$ cat config.mk
export PLATFORM = sky130hd
export DESIGN_NAME = spike_rate_decoder_flat
export DESIGN_NICKNAME = d
export VERILOG_FILES = /design/src/rtl/spike_rate_decoder_if.sv /design/src/rtl/spike_rate_decoder.sv /design/src/flat_wrapper.sv
export SDC_FILE = /design/constraint.sdc
export NUM_CORES = 1
export LEC_CHECK = 0
export CORE_ASPECT_RATIO = 0.8
export CORE_MARGIN = 3
export CORE_UTILIZATION = 50
export DETAILED_ROUTE_END_ITERATION = 6
export GPL_ROUTABILITY_DRIVEN = 1
export MAX_ROUTING_LAYER = met4
export PLACE_DENSITY_LB_ADDON = 0.05
export SYNTH_ARGS = -nofsm -noshare
export SYNTH_HDL_FRONTEND = slang
export SYNTH_SLANG_ARGS = --single-unit
$ cat constraint.sdc
create_clock -name clk -period 3.85 [get_ports clk]
set_clock_uncertainty 0.15 [all_clocks]
set_input_delay 0.5775 -clock clk [delete_from_list [all_inputs] [get_ports clk]]
set_output_delay 0.5775 -clock clk [all_outputs]
set_load 0.01 [all_outputs]
$ cat src/rtl/spike_rate_decoder_if.sv
// Result bus of the spike rate decoder: per-channel counts, winner and tie,
// delivered with a valid/ready handshake.
interface spike_rate_decoder_if #(
    parameter int N_CH  = 2,
    parameter int CNT_W = 6,
    parameter int IDX_W = 1
);
    logic                    out_valid;
    logic                    out_ready;
    logic [N_CH*CNT_W-1:0]   count_flat;
    logic [IDX_W-1:0]        winner;
    logic                    tie;

    modport master (output out_valid, count_flat, winner, tie, input out_ready);
    modport slave  (input out_valid, count_flat, winner, tie, output out_ready);
endinterface

$ cat src/rtl/spike_rate_decoder.sv
// Counts spikes per channel over a fixed window and reports counts plus the winning channel.
// Optional first-spike sample index output is enabled by defining SPIKE_DECODE_FIRST_SPIKE_EN.
module spike_rate_decoder #(
    parameter int N_CH   = 2,
    parameter int WINDOW = 40,
    parameter int CNT_W  = 6,
    parameter int IDX_W  = 1
) (
    input  logic                 clk,
    input  logic                 rst,
    input  logic [N_CH-1:0]      spike_in,
    input  logic                 start,
    output logic                 busy,
    spike_rate_decoder_if.master res
`ifdef SPIKE_DECODE_FIRST_SPIKE_EN
    ,
    output logic [N_CH*$clog2(WINDOW+1)-1:0] first_flat
`endif
);
    localparam int WC_W = $clog2(WINDOW + 1);
    localparam logic [CNT_W-1:0] CNT_MAX = '1;

    typedef enum logic [1:0] {IDLE, COUNT, HOLD} state_t;

    state_t             state, next_state;
    logic [WC_W-1:0]    win_cnt;
    logic [CNT_W-1:0]   cnt      [N_CH];
    logic [CNT_W-1:0]   cnt_next [N_CH];
    logic [CNT_W-1:0]   best_cnt;
    logic [IDX_W-1:0]   best_idx;
    logic               best_tie;
    logic [IDX_W-1:0]   winner_q;
    logic               tie_q;
    logic               out_valid_q;
    logic               last_sample;
    logic [N_CH*CNT_W-1:0] count_flat_w;

    assign last_sample = (state == COUNT) && (win_cnt == WC_W'(WINDOW - 1));

    always_ff @(posedge clk) begin
        if (rst) state <= IDLE;
        else     state <= next_state;
    end

    always_comb begin
        next_state = state;
        unique case (state)
            IDLE:    if (start)         next_state = COUNT;
            COUNT:   if (last_sample)   next_state = HOLD;
            HOLD:    if (res.out_ready) next_state = IDLE;
            default:                    next_state = IDLE;
        endcase
    end

    always_comb begin
        for (int i = 0; i < N_CH; i++) begin
            cnt_next[i] = (cnt[i] == CNT_MAX) ? cnt[i] : cnt[i] + CNT_W'(spike_in[i]);
        end
    end

    // Strict greater-than keeps the lowest index on equal counts.
    always_comb begin
        best_cnt = cnt_next[0];
        best_idx = '0;
        best_tie = 1'b0;
        for (int i = 1; i < N_CH; i++) begin
            if (cnt_next[i] > best_cnt) begin
                best_cnt = cnt_next[i];
                best_idx = IDX_W'(i);
            end
        end
        for (int i = 0; i < N_CH; i++) begin
            if ((IDX_W'(i) != best_idx) && (cnt_next[i] == best_cnt)) best_tie = 1'b1;
        end
    end

    always_ff @(posedge clk) begin
        if (rst) begin
            win_cnt     <= '0;
            winner_q    <= '0;
            tie_q       <= 1'b0;
            busy        <= 1'b0;
            out_valid_q <= 1'b0;
            for (int i = 0; i < N_CH; i++) cnt[i] <= '0;
        end else begin
            busy        <= (next_state != IDLE);
            out_valid_q <= (next_state == HOLD);
            unique case (state)
                IDLE: begin
                    if (start) begin
                        win_cnt <= '0;
                        for (int i = 0; i < N_CH; i++) cnt[i] <= '0;
                    end
                end
                COUNT: begin
                    win_cnt <= win_cnt + WC_W'(1);
                    for (int i = 0; i < N_CH; i++) cnt[i] <= cnt_next[i];
                    if (last_sample) begin
                        winner_q <= best_idx;
                        tie_q    <= best_tie;
                    end
                end
                default: ;
            endcase
        end
    end

    always_comb begin
        count_flat_w = '0;
        for (int i = 0; i < N_CH; i++) count_flat_w[i*CNT_W +: CNT_W] = cnt[i];
    end

    assign res.count_flat = count_flat_w;
    assign res.winner     = winner_q;
    assign res.tie        = tie_q;
    assign res.out_valid  = out_valid_q;

`ifdef SPIKE_DECODE_FIRST_SPIKE_EN
    logic [WC_W-1:0]      first_q [N_CH];
    logic [N_CH*WC_W-1:0] first_flat_w;

    // The 1-based sample index is the window counter value after this sample.
    always_ff @(posedge clk) begin
        if (rst || (state == IDLE && start)) begin
            for (int i = 0; i < N_CH; i++) first_q[i] <= '0;
        end else if (state == COUNT) begin
            for (int i = 0; i < N_CH; i++) begin
                if (spike_in[i] && (first_q[i] == '0)) first_q[i] <= win_cnt + WC_W'(1);
            end
        end
    end

    always_comb begin
        first_flat_w = '0;
        for (int i = 0; i < N_CH; i++) first_flat_w[i*WC_W +: WC_W] = first_q[i];
    end

    assign first_flat = first_flat_w;
`endif

endmodule

$ cat src/flat_wrapper.sv
// flat-port wrapper written by rule: the top's interface ports become plain ports
module spike_rate_decoder_flat 
#(
    parameter int N_CH   = 2,
    parameter int WINDOW = 40,
    parameter int CNT_W  = 6,
    parameter int IDX_W  = 1
)
  (clk, rst, spike_in, start, busy, res_out_valid, res_count_flat, res_winner, res_tie, res_out_ready);
  spike_rate_decoder_if #(.N_CH(N_CH), .CNT_W(CNT_W), .IDX_W(IDX_W)) res_i ();
  input  logic clk;
  input  logic rst;
  input  logic [N_CH-1:0] spike_in;
  input  logic start;
  output logic busy;
  output wire logic [$bits(res_i.out_valid)-1:0] res_out_valid;
  output wire logic [$bits(res_i.count_flat)-1:0] res_count_flat;
  output wire logic [$bits(res_i.winner)-1:0] res_winner;
  output wire logic [$bits(res_i.tie)-1:0] res_tie;
  input wire logic [$bits(res_i.out_ready)-1:0] res_out_ready;
  assign res_out_valid = res_i.out_valid;
  assign res_count_flat = res_i.count_flat;
  assign res_winner = res_i.winner;
  assign res_tie = res_i.tie;
  assign res_i.out_ready = res_out_ready;
  spike_rate_decoder #(.N_CH(N_CH), .WINDOW(WINDOW), .CNT_W(CNT_W), .IDX_W(IDX_W)) u_core (.clk(clk), .rst(rst), .spike_in(spike_in), .start(start), .busy(busy), .res(res_i));
endmodule
### Yosys cells after proc, flatten, opt, wreduce, memory -nomap -nowiden

Memories as Yosys holds them, arrays and structs flattened.
Cells that the tools add are included.

* flip-flop bits (word level): 12
* bits in writable memories: 12
* input port bits: 6
* output and inout port bits: 16
* logic and storage cells: 58
* memories kept: 1

* add/sub/neg operators: 3
* $lt $le $gt $ge: 1
* equality and inequality tests: 9
* multiplexer cells: 25
* bitwise gates (word level): 5
* reduce and logical (&&, ||, !) cells: 8

Memory list
* u_core.cnt: words 2, bits a word 6, rd ports 2, clocked after Yosys merged registers in 0, wr ports 2, RTL line spike_rate_decoder.sv:27 `logic [CNT_W-1:0] cnt [N_CH];`

Operators by type and width (number)
* 2-to-1 mux 6 bit: 8
* equality test 6 bit (second input constant): 3
* adder 6 x 1 -> 6 bit: 2
* equality test 6 bit: 2
* 2-to-1 mux 1 bit: 12
* case mux 6 bit (2 select lines): 1
* adder 6 x 1 -> 6 bit (second input constant): 1
* > comparator 6 bit: 1
* 2-to-1 mux 2 bit: 3
* case mux 2 bit (3 select lines): 1
* equality test 2 bit (second input constant): 2
* OR 1 bit: 4
* AND reduction 2 bit: 2
* nonzero test 2 bit: 2
* logical AND 1 bit: 3
* equality test 2 x 1 -> 1 bit (second input constant): 1
* logical NOT 2 bit: 1
* inequality test 2 bit (second input constant): 1
* NOT 1 bit: 1

### Longest topological paths before layout

Gate-level depths: netlist of the first run.

* depth in word-level cells: 8
* gate-level depth with buffers: 9
* gate-level depth less buffers: 9

### Worst setup path before layout of the first run

Ideal clock, no wire load.

* path kind: input to register
* from: input spike_in[1]
* to: register u_core.winner_q (netlist: u_core.res.winner)
* library setup time: 0.091 ns
* data arrival time: 2.317 ns
* required time: 3.609 ns
* slack: 1.292 ns
* cell stages on the path: 9
* path buffers: 0
* cell sequence: ha_1 -> ha_1 -> or2_2 -> ha_1 -> nor2b_1 -> o21ai_0 -> a32oi_1 -> o221ai_1 -> a311oi_1

RTL lines
* start, declared: RTL line flat_wrapper.sv:13 `input logic [N_CH-1:0] spike_in;`
* end signal, assigned: RTL line spike_rate_decoder.sv:99 `winner_q <= best_idx;`
* end, declared: RTL line spike_rate_decoder.sv:32 `logic [IDX_W-1:0] winner_q;`

==> summary.md, run 1 <==
| Metric | Value |
|---|---|
| CTS Root Cell | clkbuf_4 |
| Worst reg-to-reg setup slack | 1.05 ns |
| Final Cell Area | 1710 um^2 |
| Worst-path fanout max | 5 |
| Hold Crit Class | flop to flop |
| Routed vias | 1246 |
| Highest-delay cell along the critical path | clkdlybuf4s50_1 |
| Die area | 3590 um^2 |
| Largest net degree at the start of global routing | 14 |
| Core area | 2600 um^2 |
| Cell Area, Synth | 1450 um^2 |
| Library cells used by synthesis | 51 |
| Crit path max-delay family | adder cells |
| Seq/Total Area, Yosys | 41.4% |
| Post-synth EDFFs | 12 |
| Top cells by area, synth | edfxtp_1 (25%), dfxtp_1 (17%), ha_1 (6.9%) |
| Initial drt markers | 106 |
| Avg WL per Cell | 16.1 um |
| Worst-skew pair later-pin latency | 0.32 ns |
| Clk slew on worst S/H paths | 0.13 ns |
| Run status | finished clean |
| Most frequent cells in the layout | clkdlybuf4s50_1 (21), nor2_1 (17), dfxtp_1 (12), edfxtp_1 (12), a21oi_1 (11) |
| Synth top area share | 24.8% |
| Final Hold Viols | 0 |
| Max-slew violations | 0 |
| Via count of the first global-routing pass | 1141 |
| Fraction of registers with async set/reset | 0% |
| CTS tree | yes |
| Type of the worst setup path | input pin to flop |
| NumNets Final | 190 |
| Slew margin rel. | 56.9% |
| #FFs+latches synth | 24 |
| Syn nets | 166 |
| Synth area leader | edfxtp_1 |
| Initial antenna violation count | 0 |
| Cells after synthesis | 152 |
| CP bufs+invs | 1 |
| Area Growth Syn to Fin | 18.2% |
| Hpwl dp | 2590 um |
| LEAKAGE | 0.607 nW |
| Gr ovfl total | 0 |
| Pre-CTS setup slack | 0.666 ns |
| Cts bufs inserted | 3 |
| Cts repair resizes | 0 |
| Fin worst setup slack | 0.971 ns |
| Dpl cells | 207 |
| Tmin final | 2.88 ns |
| Critical path arrival | 2.97 ns |
| Die width | 66.2 um |
| Setup TNS | 0 ns |
| Clk buf depth | 2 |
| H-tree depth | 1 |
| Share of cells above drive strength 1 | 8.57% |
| Vias per inst | 5.91 |
| Max Freq | 347 MHz |
| Worst path cell trace | clkdlybuf4s50_1 > ha_1 > ha_1 > or2_2 > ha_1 > nor2b_1 > o21ai_0 > a32oi_1 > o221ai_1 > a311oi_1 |
| Chip height | 54.2 um |
| Synth warnings | 0 |
| Worst slew pin tran | 0.646 ns |
| # diodes | 0 |
| Post-Route WL | 3390 um |
| Max-cap viol count | 0 |
| Peak supply drop | 0.000205 V |
| GRT Resource Usage Total | 21.8% |
| Hold-fix buffers, CTS | 0 |
| Initial Utilization | 55.7% |
| DR pass1 iterations | 4 |
| DP Area | 1690 um^2 |
| Synth Area per Inst | 9.54 um^2 |
| Total I/O pin count | 22 |
| Most frequent CP cell | ha_1 |
| Post-CTS setup buffers | 0 |
| Post-detailed-route DRC marker count | 0 |
| Pwr Total | 523 uW |
| Port bufs | 21 |
| Final worst-path cycle share | 74.8% |
| # clock sinks | 24 |
| Worst endpoint required time | 3.94 ns |
| RSZ-0062 raised after global routing | no |
| Ys flop type | edfxtp_1 |
| Crit. End Element | flop |
| First-pass GRT wire length | 5620 um |
| Non-filler instance count after layout | 211 |
| Worst setup SP type | input pin |
| Commonest non-fill, non-tap cell in the layout | clkdlybuf4s50_1 |
| Rows | 16 |
| Number of nets still failing antenna checks after routing | 0 |
| Routability Congestion | 0.882 |
| Slowest stage delay, CP | 0.45 ns |
| Final setup violation count | 0 |
| PD cells | 305 nW/um^2 |
[per-layer routing]
metal  vias to the layer above  GRT usage (%)  share of wire (%)
li1                        623              -                  -
met1                       573           30.5                 49
met2                        43           30.1                 41
met3                         7           5.85                8.2
met4                         0           7.77                1.1
met5                         -              -                  0
[flip-flops by register name, indices dropped and copies added, names as in the netlist]
register and cells:
u_core.busy 1, u_core.res.tie 1, u_core.res.winner 1, u_core.cnt 12, u_core.win_cnt 6, u_core.state 2
u_core.res.out_valid 1
[Yosys cell counts, types with 2 or more instances]
cell type  count
a21oi_1       11
a31oi_1        2
and2_1         4
and2_2         2
and4_1         2
dfxtp_1       12
edfxtp_1      12
ha_1           8
inv_1          4
nand2_1        9
nand2b_1       2
nand3_1        7
nand3b_1       3
nand4_1        5
nor2_1        17
nor2b_1        3
o211ai_1       2
o21a_1         2
o21ai_0        4
o21ai_1        3
or2_2          3
or3_1          2
xnor2_1        4
xor2_1         2
[path summary, 6_finish.rpt]
kind                                          end  cells past startpoint               from
worst min-delay path            u_core.win_cnt[5]                      2  u_core.win_cnt[5]
worst min register to register  u_core.win_cnt[5]                      2  u_core.win_cnt[5]
worst max-delay path            u_core.res.winner                     10        spike_in[1]
worst max register to register  u_core.res.winner                      9   u_core.cnt[0][6]
[stage by stage]
| step | hold slack (ns) | util [%] |
|---|---|---|
| floorplan | 0.313 | - |
| global placement | 0.329 | 64.9 |
| detailed placement | 0.349 | 64.9 |
| CTS | 0.368 | 65.9 |
| global route | 0.384 | 65.9 |
| finish | 0.368 | 65.9 |
[final cells by class]
cell class,count,area (um^2)
tap,36,45.0
clock inverter,1,3.75
fill,209,888
timing repair buffer,21,210
multi-input combinational,122,817
inverter,4,15.0
clock buffer,3,22.5
sequential,24,601
[logic make-up after synthesis]
| kind of cell | count (synthesis) | synth area share, % |
|---|---|---|
| AOI/OAI and AO/OA | 39 | 18.1 |
| xor gates and xnor gates | 6 | 3.62 |
| adders and majority gates | 8 | 6.90 |
| buffers and inverters | 6 | 2.24 |
| DFF | 24 | 41.4 |
| muxes | 2 | 1.47 |
| and+or+nand+nor | 67 | 26.2 |
[tightest hold or removal path, cell delays in order (launching register included)]
cell and delay, ns:
dfxtp_1 0.34, o211ai_1 0.08, a21oi_1 0.06
[report_power, final]
group	switching (mW)	internal (mW)
clock network	0.0768	0.0380
logic	0.0555	0.0554
registers	0.0177	0.280
No activity file was read; power rests on OpenSTA's default activity.
==> run 2: changes to the inputs <==
--- a/config.mk
+++ b/config.mk
@@ -7,7 +7,7 @@
 export LEC_CHECK = 0
 export CORE_ASPECT_RATIO = 0.8
 export CORE_MARGIN = 3
-export CORE_UTILIZATION = 50
+export CORE_UTILIZATION = 48
 export DETAILED_ROUTE_END_ITERATION = 6
 export GPL_ROUTABILITY_DRIVEN = 1
 export MAX_ROUTING_LAYER = met4
==> constraint.sdc (replaced) <==
create_clock -name clk -period 2.62 [get_ports clk]
set_clock_uncertainty 0.15 [all_clocks]
set_input_delay 0.393 -clock clk [delete_from_list [all_inputs] [get_ports clk]]
set_output_delay 0.393 -clock clk [all_outputs]
set_load 0.01 [all_outputs]
==> run 2 against run 1 <==
Effect of this change:
- die area up 3.7%
- worst hold slack worse by 0.0042 ns
- setup slack worse by 0.83 ns
- wire length up 6.8%
- largest power group unchanged
- first-iteration DRC count up 1.9%
- combinational power up 86%
- sequential power up 45%
- sequential cell count unchanged
==> summary.md, run 2 (synthesis results as in run 1) <==
| Metric | Value |
|---|---|
| Initial Utilization | 51.3% (-4.5 points) |
| Peak supply drop | 0.000343 V (+67%) |
| Routability Congestion | 0.865 (-1.9%) |
| Post-CTS setup buffers | 0 (unchanged) |
| Tmin final | 2.48 ns |
| Pwr Total | 869 uW (+66%) |
| Max Freq | 403 MHz |
| Number of nets still failing antenna checks after routing | 0 (unchanged) |
| Area Growth Syn to Fin | 30.7% |
| Crit path max-delay family | compound AO/OA/AOI/OAI gates |
| Non-filler instance count after layout | 226 (+7.1%) |
| H-tree depth | 1 (unchanged) |
| Worst reg-to-reg setup slack | 0.19 ns (-0.86 ns) |
| Final Cell Area | 1900 um^2 (+11%) |
| Worst endpoint required time | 2.64 ns (-1.30 ns) |
| Worst-skew pair later-pin latency | 0.27 ns (-0.05 ns) |
| Commonest non-fill, non-tap cell in the layout | clkdlybuf4s50_1 |
| Slowest stage delay, CP | 0.46 ns (about the same) |
| FF+latch area | 601 um^2 (unchanged) |
| Critical path arrival | 2.51 ns (-0.46 ns) |
| Share of cells above drive strength 1 | 18.6% (+10 points) |
| Layout Utilization | 67.0% (+1.1 points) |
| Initial drt markers | 108 (+1.9%) |
| Crit. End Element | flop |
| Rows | 17 (+1) |
| Area of the multi-input gates | 877 um^2 (+7.4%) |
| First-pass GRT wire length | 5890 um (+4.9%) |
| NumNets Final | 203 (+6.8%) |
| DR pass1 iterations | 4 (unchanged) |
| Final worst-path cycle share | 94.8% |
| Final setup violation count | 0 (unchanged) |
| Core area | 2830 um^2 (+8.7%) |
| Post-Route WL | 3620 um (+6.8%) |
| CP bufs+invs | 1 (unchanged) |
| Clk buf depth | 2 (unchanged) |
| Gr ovfl total | 0 (unchanged) |
| RSZ-0062 raised after global routing | no |
| Die area | 3720 um^2 (+3.7%) |
| Avg WL per Cell | 16.0 um (-0.33%) |
| Hold Crit Class | flop to flop |
| Register bank with the most flops | u_core.cnt |
| PD cells | 459 nW/um^2 (+50%) |
| Setup TNS | 0 ns (unchanged) |
| Final Hold Viols | 0 (unchanged) |
| Filler cells | 219 (+4.8%) |
| CTS Root Cell | clkbuf_8 |
| Slew margin rel. | 69.6% (+13 points) |
| Dpl cells | 222 (+7.2%) |
| Hold-fix buffers, CTS | 0 (unchanged) |
| # diodes | 0 (unchanged) |
| Worst-path fanout max | 4 (-1) |
| Initial antenna violation count | 0 (unchanged) |
| GRT Resource Usage Total | 22.7% (+0.85 points) |
| Worst setup SP type | input pin |
| Post-detailed-route DRC marker count | 0 (unchanged) |
| Run status | finished clean |
| Max-cap viol count | 0 (unchanged) |
| Hpwl dp | 2800 um (+8.1%) |
| Via count of the first global-routing pass | 1205 (+5.6%) |
| # clock sinks | 24 (unchanged) |
| Cts bufs inserted | 3 (unchanged) |
| Pre-CTS setup slack | -0.391 ns (-1.06 ns) |
| Max-slew violations | 0 (unchanged) |
| Total I/O pin count | 22 (unchanged) |
| Worst slew pin tran | 0.455 ns (-0.191 ns) |
| Port bufs | 21 (unchanged) |
| Max FFs per register | 12 (unchanged) |
| Routed vias | 1359 (+9.1%) |
| Vias per inst | 6.01 (+1.8%) |
| Largest net degree at the start of global routing | 14 (unchanged) |
| Most frequent cells in the layout | clkdlybuf4s50_1 (20), nor2_1 (15), buf_4 (13), dfxtp_1 (12), edfxtp_1 (12) |
| Highest-delay cell along the critical path | clkdlybuf4s50_1 |
| Die width | 67.5 um (+1.9%) |
| Chip height | 55.2 um (+1.8%) |
| WHS | 0.363 ns (-0.00424 ns) |
| Leading registers by flop count | u_core.cnt (12), u_core.win_cnt (6), u_core.state (2) |
| LEAKAGE | 0.681 nW (+12%) |
| Fin worst setup slack | 0.137 ns (-0.834 ns) |
| Type of the worst setup path | input pin to flop |
| Worst path cell trace | clkdlybuf4s50_1 > ha_2 > ha_4 > and4bb_1 > a21oi_1 > or3_1 > a211o_1 > o41ai_2 |
| Clk slew on worst S/H paths | 0.08 ns (-0.05 ns) |
| DP Area | 1790 um^2 (+5.9%) |
| CTS tree | yes |
## run 2: cell types whose count changed in the layout (fill, tap and decap cells not counted), moves of 2 or more
cell,delta
buf_4,+13
clkbuf_4,-3
ha_4,+4
nor2_2,+2
ha_1,-5
clkbuf_8,+3
nor2_1,-2
## run 2: layer usage
metal  routed length [um]  global-route usage [%]
met1                 1580                    30.2
met4                   47                    6.06
met2                 1620                    35.1
met5                    0                       -
met3                  370                    5.05
## run 2: report_power, final
part / switching (mW) / leakage [nW] / internal [mW]
Sequential: 0.0217 / 0.235 / 0.411
Combinational: 0.0982 / 0.424 / 0.109
Clock: 0.120 / 0.0228 / 0.109
## run 2: worst register-to-register path, delay by kind of cell (launching register included)
kind / cells / cell delay (ns)
compound gates: 4 / 0.71
fa+ha+maj: 3 / 0.69
flops: 1 / 0.44
simple gates: 2 / 0.37
## run 2: final cells by class
class	count	area share (%)
Timing Repair Buffer	34	16.4
Clock buffer	4	2.38
Inverter	4	0.792
Multi-Input combinational cell	122	46.3
Tap cell	38	2.51
Sequential cell	24	31.7
## run 2: final timing paths
check,start,to,cells after the start
worst min-delay path,u_core.res.tie,u_core.res.tie,2
worst min register to register,u_core.res.tie,u_core.res.tie,2
worst max-delay path,spike_in[0],u_core.res.tie,8
worst max register to register,u_core.cnt[0][6],u_core.res.winner,9
## run 2: repair_timing
action	CTS	global route
resized for setup	4	6
pin swaps	3	4
setup endpoints to repair	2	2
